<file path="src/rtl/wave_meas_04_if.sv">
// Measurement bus for wave_meas_04: the waveform under test goes in and the
// period / high-time results come out, together with their status flags.
interface wave_meas_04_if;
    logic        wave_in;
    logic [31:0] period;
    logic [31:0] high_time;
    logic        meas_valid;
    logic        no_signal;

    // master: the measuring block, which produces the results
    modport master (
        input  wave_in,
        output period,
        output high_time,
        output meas_valid,
        output no_signal
    );

    // slave: the environment, which drives the wave and consumes the results
    modport slave (
        output wave_in,
        input  period,
        input  high_time,
        input  meas_valid,
        input  no_signal
    );
endinterface

</file>
<file path="src/rtl/wave_meas_04.sv">
// Square-wave period and high-time meter. It measures from one rising edge to
// the next, and declares loss of signal when no edge arrives within TIMEOUT cycles.
module wave_meas_04 #(
    parameter logic [31:0] TIMEOUT = 32'd50_000_000
) (
    input  logic           clk,
    input  logic           rst,
    wave_meas_04_if.master bus
);

    typedef enum logic {
        IDLE = 1'b0,
        RUN  = 1'b1
    } state_t;

    state_t      state_reg;
    logic [2:0]  sync_reg;        // [0]=s1, [1]=s2, [2]=s3
    logic [31:0] cnt_reg;
    logic [31:0] hcnt_reg;
    logic [31:0] period_reg;
    logic [31:0] high_time_reg;
    logic        meas_valid_reg;
    logic        no_signal_reg;

    logic        s2;
    logic        s3;
    logic        rise;
    logic        cnt_at_limit;

    assign s2           = sync_reg[1];
    assign s3           = sync_reg[2];
    assign rise         = s2 & ~s3;
    assign cnt_at_limit = (cnt_reg == (TIMEOUT - 32'd1));

    // Two stages resynchronise the asynchronous input. The third stage gives
    // the previous value for edge detection.
    always_ff @(posedge clk) begin
        if (rst) begin
            sync_reg <= 3'b000;
        end else begin
            sync_reg <= {sync_reg[1:0], bus.wave_in};
        end
    end

    always_ff @(posedge clk) begin
        if (rst) begin
            state_reg      <= IDLE;
            cnt_reg        <= '0;
            hcnt_reg       <= '0;
            period_reg     <= '0;
            high_time_reg  <= '0;
            meas_valid_reg <= 1'b0;
            no_signal_reg  <= 1'b0;
        end else begin
            meas_valid_reg <= 1'b0;
            case (state_reg)
                IDLE: begin
                    // The first edge only opens a measurement window.
                    if (rise) begin
                        state_reg <= RUN;
                        cnt_reg   <= '0;
                        hcnt_reg  <= 32'd1;
                    end
                end
                RUN: begin
                    // An edge on the last allowed cycle still counts as a
                    // valid measurement, so rise is tested before timeout.
                    if (rise) begin
                        period_reg     <= cnt_reg + 32'd1;
                        high_time_reg  <= hcnt_reg;
                        meas_valid_reg <= 1'b1;
                        no_signal_reg  <= 1'b0;
                        cnt_reg        <= '0;
                        hcnt_reg       <= 32'd1;
                    end else if (cnt_at_limit) begin
                        state_reg     <= IDLE;
                        no_signal_reg <= 1'b1;
                        period_reg    <= '0;
                        high_time_reg <= '0;
                        cnt_reg       <= '0;
                        hcnt_reg      <= '0;
                    end else begin
                        cnt_reg  <= cnt_reg + 32'd1;
                        hcnt_reg <= hcnt_reg + {31'd0, s2};
                    end
                end
                default: begin
                    state_reg <= IDLE;
                end
            endcase
        end
    end

    assign bus.period     = period_reg;
    assign bus.high_time  = high_time_reg;
    assign bus.meas_valid = meas_valid_reg;
    assign bus.no_signal  = no_signal_reg;

endmodule

</file>
<file path="src/flat_wrapper.sv">
// flat-port wrapper written by rule: the top's interface ports become plain ports
module wave_meas_04_flat 
#(
    parameter logic [31:0] TIMEOUT = 32'd50_000_000
)
  (clk, rst, bus_wave_in, bus_period, bus_high_time, bus_meas_valid, bus_no_signal);
  wave_meas_04_if bus_i ();
  input  logic clk;
  input  logic rst;
  input wire logic [$bits(bus_i.wave_in)-1:0] bus_wave_in;
  output wire logic [$bits(bus_i.period)-1:0] bus_period;
  output wire logic [$bits(bus_i.high_time)-1:0] bus_high_time;
  output wire logic [$bits(bus_i.meas_valid)-1:0] bus_meas_valid;
  output wire logic [$bits(bus_i.no_signal)-1:0] bus_no_signal;
  assign bus_i.wave_in = bus_wave_in;
  assign bus_period = bus_i.period;
  assign bus_high_time = bus_i.high_time;
  assign bus_meas_valid = bus_i.meas_valid;
  assign bus_no_signal = bus_i.no_signal;
  wave_meas_04 #(.TIMEOUT(TIMEOUT)) u_core (.clk(clk), .rst(rst), .bus(bus_i));
endmodule
</file>
<file path="config.mk">
export PLATFORM = sky130hd
export DESIGN_NAME = wave_meas_04_flat
export DESIGN_NICKNAME = d
export VERILOG_FILES = /design/src/rtl/wave_meas_04_if.sv /design/src/rtl/wave_meas_04.sv /design/src/flat_wrapper.sv
export SDC_FILE = /design/constraint.sdc
export NUM_CORES = 1
export LEC_CHECK = 0
export ABC_CLOCK_PERIOD_IN_PS = 5350
export BUFFER_PORTS_ARGS = -buffer_cell sky130_fd_sc_hd__buf_2
export CAP_MARGIN = 20
export CORE_MARGIN = 4
export CORE_UTILIZATION = 31
export DETAILED_ROUTE_END_ITERATION = 10
export PLACE_DENSITY = 0.46
export SKIP_CTS_REPAIR_TIMING = 1
export SYNTH_ARGS = -nofsm -noshare
export SYNTH_HDL_FRONTEND = slang
export SYNTH_SLANG_ARGS = --single-unit
</file>
<file path="constraint.sdc">
create_clock -name clk -period 5.35 [get_ports clk]
set_input_delay 0.2675 -clock clk [delete_from_list [all_inputs] [get_ports clk]]
set_output_delay 0.2675 -clock clk [all_outputs]
set_load 0.05 [all_outputs]
</file>
---- After elaboration in Yosys (flattened, before gate mapping) ----
Cells that the tools add are included.
word-level totals
  register bits ........................... 134
  logic and storage cells ................. 35
operators by class
  $add $sub $neg .......................... 2
  equal/unequal tests ..................... 2
  multiplexer cells ....................... 17
  bitwise logic cells ..................... 3
  reductions and logical operators ........ 3
operators with widths
  operator                 count
  $mux W32                 9
  $pmux W32 S2             2
  $add A32 B1 Y32          1
  $add A32 B1 Y32 const B  1
  $eq A32 B26 Y1 const B   1
  $mux W1                  5
  $ne A2 B1 Y1 const B     1
  $not A1 Y1               2
  $pmux W1 S2              1
  $reduce_and A2 Y1        1
  $reduce_bool A2 Y1       1
  $reduce_or A2 Y1         1
  $and A1 B1 Y1            1

---- Depth between registers and ports, before layout ----
Gate-level depths: netlist of the first run.
  depth after elaboration ................. 4
  mapped depth ............................ 9

---- Worst setup path before layout of the first run ----
OpenSTA, ideal clock, no wires.
  path kind ............................... register to register
  from .................................... register u_core.cnt_reg[0]
  to ...................................... register u_core.hcnt_reg[30]
  arrival time ............................ 2101 ps
  required time ........................... 5222 ps
  setup slack ............................. 3121 ps
  cell stages (with the launch flop) ...... 9
  path buffers ............................ 1
  clock period less this slack ............ 2229 ps
  cells stage by stage .................... dfxtp_1 ha_1 nand3_2 or3_4 nor4_1 buf_4 o21ai_0 a22oi_1 nor2_1
between the ends
  longest elaborated chain between the ends .. 4
ends and longest elaborated chain
  item                    line                text
  from (decl)             wave_meas_04.sv:18  logic [31:0] cnt_reg;
  from (signal assigned)  wave_meas_04.sv:83  cnt_reg <= cnt_reg + 32'd1;
  $eq A32 B26 Y1          wave_meas_04.sv:33  assign cnt_at_limit = (cnt_reg == (TIMEOUT - 32'd1));
  $mux W32                wave_meas_04.sv:75  end else if (cnt_at_limit) begin
  $mux W32                wave_meas_04.sv:68  if (rise) begin
  $pmux W32 S2            wave_meas_04.sv:56  case (state_reg)
  to (signal assigned)    wave_meas_04.sv:84  hcnt_reg <= hcnt_reg + {31'd0, s2};
  to (decl)               wave_meas_04.sv:19  logic [31:0] hcnt_reg;
Every way passes these cells.
A chain may end at the register's enable or synchronous reset.

---- Worst setup path in the final report of the first run ----
  from .................................... register u_core.cnt_reg[0]
  to ...................................... register u_core.hcnt_reg[19]
Same word-level chain as after synthesis.

==> flow_summary.toml, run 1 <==
[global_routing]
grt_busiest_layer = "met2"
grt_pass1_vias = 4646
grtUsageTotal = 0.152
met2_usage = 0.226
met3_usage = 0.0352
grt_pass1_wl_mm = 25.0
grt_overflow = 0
grt_max_degree = 39
antenna_found_initial = 0
met1_usage = 0.214

[sta]
timing.final.crit_period_ns = 3.23
maxSlewHeadroom = 0.301
final.setup.tns_ns = 0
grt_setup_unrepaired = "no"
setup_viol_count_final = 0
slew_violations = 0
finalCritPeriodShare = 0.604
hold_viol = 0
finClkSkew_ns = 0.00746
tightestPinTransition_ns = 1.05
fmax_mhz = 310
whs_ns = 0.0488

[power_and_ir_drop]
seqPwrFrac = 0.455
switching_share = 0.218
pwr-share-clk = 0.516
combPwrFrac = 0.029
ir_drop_mv = 0.216
power_switching_uw = 481
p_per_area_nw_per_um2 = 321
p_int_mw = 1.73
p_leak_nw = 2.52

[cts]
htreeDepth = 4
cts_buffer_depth = 2
clk_pin_slew_ns = 0.06
clockRootBuffer = "clkbuf_16"
cts_inserted_buffers = 17
clkLatencyLatePin_ns = 0.42
cts_tree = "built"
cts.sinks = 134

[run_status]
outcome = "finished, final reports clean"

[placement]
port_buffers = 68
dp_hpwl_mm = 10.6
gp_congestion = 0.831

[detailed_routing]
wl_mm = 15.4
firstDrtPassIters = 5
via_count = 5024
drt_iter0_drc = 305
ant_nets = 0
drcViolationCount = 0
via_per_inst = 5.23
wire_per_inst_microns = 16.0

[finish]
finalNetCount = 727
num_antenna_cells = 0
drive_above_1_share = 0.163
final_common_cell = "dfxtp_1"
layout-area-overhead-vs-synth_pct = 19.0
final_cell_mix = "dfxtp_1, nand2_1, o21ai_0"

[floorplan]
rows = 49
initial_core_util = 0.319
pin_count = 69
coreArea_sq_um = 18100
dieArea_sq_um = 20900
die_height_microns = 145
die_w_microns = 145

[yosys]
syn_inst = 673
yosys.area.top_type = "dfxtp_1"
seq_area_frac_synth = 0.463
synth_flop_cell = "dfxtp_1"
synth_top_area_share = 0.463
async_flop_share = 0
ys_ff_latch = 134
synth_area_per_cell_sq_um = 8.61
ys_types = 56
synth_edf_count = 0
syn_area_sq_um = 5800
synth_area_leaders = "dfxtp_1, o21ai_0, nand2_1, a22o_1, a21oi_1"
yosysWarnings = 0
synthesis.nets = 679

[setup_path]
cp_max_fo = 19
worst_ep_required_time_ns = 5.67
arrival_ns = 3.55
end_kind = "flop"
setup.worst_path.class = "reg2reg"
crit_path_start_kind = "flop"

[job]
max_cap_viol_count = 0

[worst_hold_path]
holdCritPathClass = "in2reg"
critical path, stage by stage, from the launching register on:
cell and delay, ns:
dfxtp_1 0.42, ha_1 0.29, nand3_2 0.15, or3_4 0.41, o41ai_4 0.80, or2_1 0.68, o21ai_1 0.16, a21o_1 0.21
power by group through the flow:
stage | combinational, mW | sequential [mW] | clock (mW)
final | 0.0645 | 1.01 | 1.14
after global placement | 0.0615 | 1.03 | 0
after detailed placement | 0.0636 | 1.03 | 0
after floorplan | 0.0437 | 1.03 | 0
after global routing | 0.0713 | 1.01 | 1.21
after CTS | 0.0638 | 1.01 | 1.17
through the flow:
stage	cell area, sq um	utilization	cells	power [mW]	setup slack [ns]
finish	6900	0.380	961	2.21	2.12
global route	6900	0.380	961	2.29	1.89
CTS	6880	0.379	960	2.24	2.09
detailed placement	6310	0.348	930	1.09	2.14
global placement	6280	0.346	929	1.09	2.22
floorplan	5800	-	673	1.07	3.12
path summary, 6_finish.rpt:
kind,startpoint,to,slack [ns],cells after the start
worst max register to register,u_core.cnt_reg[0]$_SDFFE_PP0P_,u_core.hcnt_reg[19]$_SDFFE_PP0P_,2.12,7
worst min register to register,u_core.sync_reg[0]$_SDFF_PP0_,u_core.sync_reg[1]$_SDFF_PP0_,0.44,1
worst max-delay path,u_core.cnt_reg[0]$_SDFFE_PP0P_,u_core.hcnt_reg[19]$_SDFFE_PP0P_,2.12,7
worst min-delay path,bus_wave_in,u_core.sync_reg[0]$_SDFF_PP0_,0.05,2
layer usage:
layer / routed length [microns] / share of wire / vias up
met5: 0 / 0 / -
met4: 262 / 0.017 / 0
met3: 732 / 0.047 / 16
met2: 6670 / 0.43 / 128
met1: 7750 / 0.50 / 2361
li1: - / - / 2519
synth_stat cells (all sizes together) (13+ instances only):
library cell	number
xnor2	15
nand4	17
o21ai	73
nor3	13
a22o	29
dfxtp	134
a31oi	25
xor2	20
nand3	30
inv	17
clkbuf	30
a21oi	35
nor2	37
buf	16
nand2	83
layout make-up:
class / instances / area, sq um
inverters: 17 / 63.8
fillers: 1855 / 11300
well taps: 229 / 287
multi-input cells: 476 / 2870
clock inverters: 9 / 103
flip-flops and latches: 134 / 2680
repair buffers: 75 / 420
clock buffers: 21 / 470
logic make-up (layout without fill, tap and decap cells):
group	after synthesis	after routing	share of synthesized area
AO/OA/AOI/OAI	184	184	0.200
multiplexers	5	5	0.00864
flip-flops	134	134	0.463
AND/OR/NAND/NOR	249	249	0.223
XOR/XNOR	35	35	0.0529
adder cells (fa/ha/maj)	3	3	0.00648
buffers and inverters	63	122	0.0462
No activity file was read; power rests on OpenSTA's default activity.
==> inputs of run 2 (changes only) <==
Settings changed: ABC_AREA set to 1, ABC_CLOCK_PERIOD_IN_PS 5350 to 3100, PLACE_DENSITY 0.46 to 0.45.
Clock period 5.35 ns to 3.1 ns, I/O delays scaled along.
==> run 2 against run 1 <==
Total power is 77% higher; die area is 14% higher; hold slack better by 0.19 ns; maximum frequency is 39% higher; via count is 26% higher; area after synthesis is 14% higher; utilization is 0.95 points lower; sequential share of layout area is 4.5 points lower; worst setup slack worse by 1.3 ns; critical path type unchanged; critical endpoint is now u_core.cnt_reg[16]$_SDFFE_PP0P_.
==> flow_summary.toml, run 2 <==
[global_routing]
antenna_found_initial = 1
grt_max_degree = 69
grt_pass1_vias = 6065
grtUsageTotal = 0.167
grt_overflow = 0
grt_pass1_wl_mm = 32.0

[placement]
dp_hpwl_mm = 14.0
placedInstanceArea_sq_um = 7190
gp_congestion = 0.844
port_buffers = 68

[sta]
tightestPinTransition_ns = 0.849
final.setup.tns_ns = 0
hold_viol = 0
timing.final.crit_period_ns = 2.33
fmax_mhz = 429
maxSlewHeadroom = 0.434
finalCritPeriodShare = 0.751
grt_setup_unrepaired = "no"
slew_violations = 0
setup_viol_count_final = 0
finClkSkew_ns = 0.0105

[power_and_ir_drop]
ir_drop_mv = 0.331
p_per_area_nw_per_um2 = 501
p_leak_nw = 3.14

[cts]
clkLatencyLatePin_ns = 0.43
cts_inserted_buffers = 17
cts_buffer_depth = 2
cts_tree = "built"
clockRootBuffer = "clkbuf_16"
htreeDepth = 4
clk_pin_slew_ns = 0.06
cts.sinks = 134

[setup_path]
setup.worst_path.class = "reg2reg"
worst_ep_required_time_ns = 3.37
arrival_ns = 2.60
crit_top_cell = "nand2_2"
crit_chain = "ha_1 > nand2_2 > inv_1 > nand3b_1 > nor2_1 > nand3_2 > nand2_2 > inv_2 > nand2_1 > a21oi_1"
crit_path_start_kind = "flop"
reg2reg_depth = 10
cp_max_fo = 40
critPathSlowestCell = "dfxtp_1"
end_kind = "flop"
max_stage_delay_ns = 0.38

[yosys]
synth_top_area_share = 0.405
synth_flop_cell = "dfxtp_1"
yosysMostFrequentCell = "nand2_1"
ys_ff_latch = 134
synth_area_leaders = "dfxtp_1, nand2_1, nor2_1, nand3_1, a21oi_1"
yosys.area.top_type = "dfxtp_1"
synth_edf_count = 0
syn_inst = 1020
seq_area_frac_synth = 0.405
synthesis.nets = 1026
synth_commonest_cells = "nand2_1, nor2_1, dfxtp_1"
async_flop_share = 0
syn_area_sq_um = 6630
ys_types = 26
synth_area_per_cell_sq_um = 6.50
yosysWarnings = 0

[finish]
drive_above_1_share = 0.123
seqCellArea_sq_um = 2680
finalNetCount = 1082
design_area_sq_um = 7790
num_antenna_cells = 0
final_common_cell = "nand2_1"
multi_input_area_sq_um = 3470
layout-area-overhead-vs-synth_pct = 17.4
final_cell_mix = "nand2_1, nor2_1, dfxtp_1"
nFillCells = 2345

[detailed_routing]
wire_per_inst_microns = 14.2
drt_iter0_drc = 274
via_per_inst = 4.66
drcViolationCount = 0
via_count = 6352
ant_nets = 0
firstDrtPassIters = 5
wl_mm = 19.4

[floorplan]
rows = 53
dieArea_sq_um = 23800
initial_core_util = 0.315
die_height_microns = 154
pin_count = 69
coreArea_sq_um = 21000
die_w_microns = 154

[run_status]
outcome = "finished, final reports clean"

[worst_hold_path]
holdCritPathClass = "in2reg"
hold_depth = 5

[job]
max_cap_viol_count = 0
==> run 2: changes by cell type in the layout (fill, tap and decap cells not counted), moves of 19 or more <==
cell     delta
a21oi_1    +19
a22o_1     -29
a31oi_1    -25
inv_1      +52
nand2_1   +279
nand3_1    +76
nor2_1    +113
o21ai_0    -57
==> run 2: worst paths after layout <==
kind	startpoint	endpoint	slack [ns]
worst max register to register	u_core.cnt_reg[0]$_SDFFE_PP0P_	u_core.cnt_reg[16]$_SDFFE_PP0P_	0.77
worst min-delay path	rst	u_core.bus.period[18]$_SDFFE_PP0P_	0.24
worst max-delay path	u_core.cnt_reg[0]$_SDFFE_PP0P_	u_core.cnt_reg[16]$_SDFFE_PP0P_	0.77
worst min register to register	u_core.sync_reg[0]$_SDFF_PP0_	u_core.sync_reg[1]$_SDFF_PP0_	0.43
==> run 2: power breakdown <==
group / internal, mW / switching, mW / leakage [nW]
combinational: 0.0170 / 0.0865 / 1.78
sequential: 1.73 / 0.00372 / 1.08
clock: 1.26 / 0.806 / 0.280
total: 3.01 / 0.896 / 3.14
==> run 2: layer usage <==
metal  part of all wire  GRT usage  routed length (microns)
met5            0.00041          0                        8
met1               0.45      0.204                     8780
met4              0.016     0.0484                      316
met3              0.036     0.0367                      693
met2               0.49      0.294                     9570
==> run 2: metrics by stage <==
stage	utilization	setup WS (ns)	power [mW]	cells	hold slack (ns)
final	0.370	0.771	3.90	1364	0.236
after global routing	0.370	0.500	4.06	1364	0.247
after CTS	0.370	0.687	3.97	1363	-0.0808
after detailed placement	0.342	0.708	1.88	1331	0.368
after global placement	0.342	0.740	1.88	1331	0.367
after floorplan	-	1.50	1.84	1020	0.262
==> run 2: cell families after synthesis <==
group | count (synthesis) | share of synthesized area
adders and majority gates | 3 | 0.00566
AOI/OAI and AO/OA | 82 | 0.0619
and+or+nand+nor | 660 | 0.418
buffers and inverters | 113 | 0.0734
DFF | 134 | 0.405
xor gates and xnor gates | 28 | 0.0370
==> run 2: worst max-delay path, delay by kind of cell, from the launching register on <==
family | cells | cell delay (ns)
AND/OR/NAND/NOR | 6 | 1.03
buffers and inverters | 2 | 0.45
flip-flops | 1 | 0.38
adder cells (fa/ha/maj) | 1 | 0.20
AO/OA/AOI/OAI | 1 | 0.07
==> run 2: area by class of cell <==
class,count,share of cell area
multi-input combinational,773,0.446
timing repair buffer,78,0.0553
sequential,134,0.344
inverter,72,0.0347
tap,275,0.0442
clock buffer,20,0.0561
clock inverter,12,0.0198
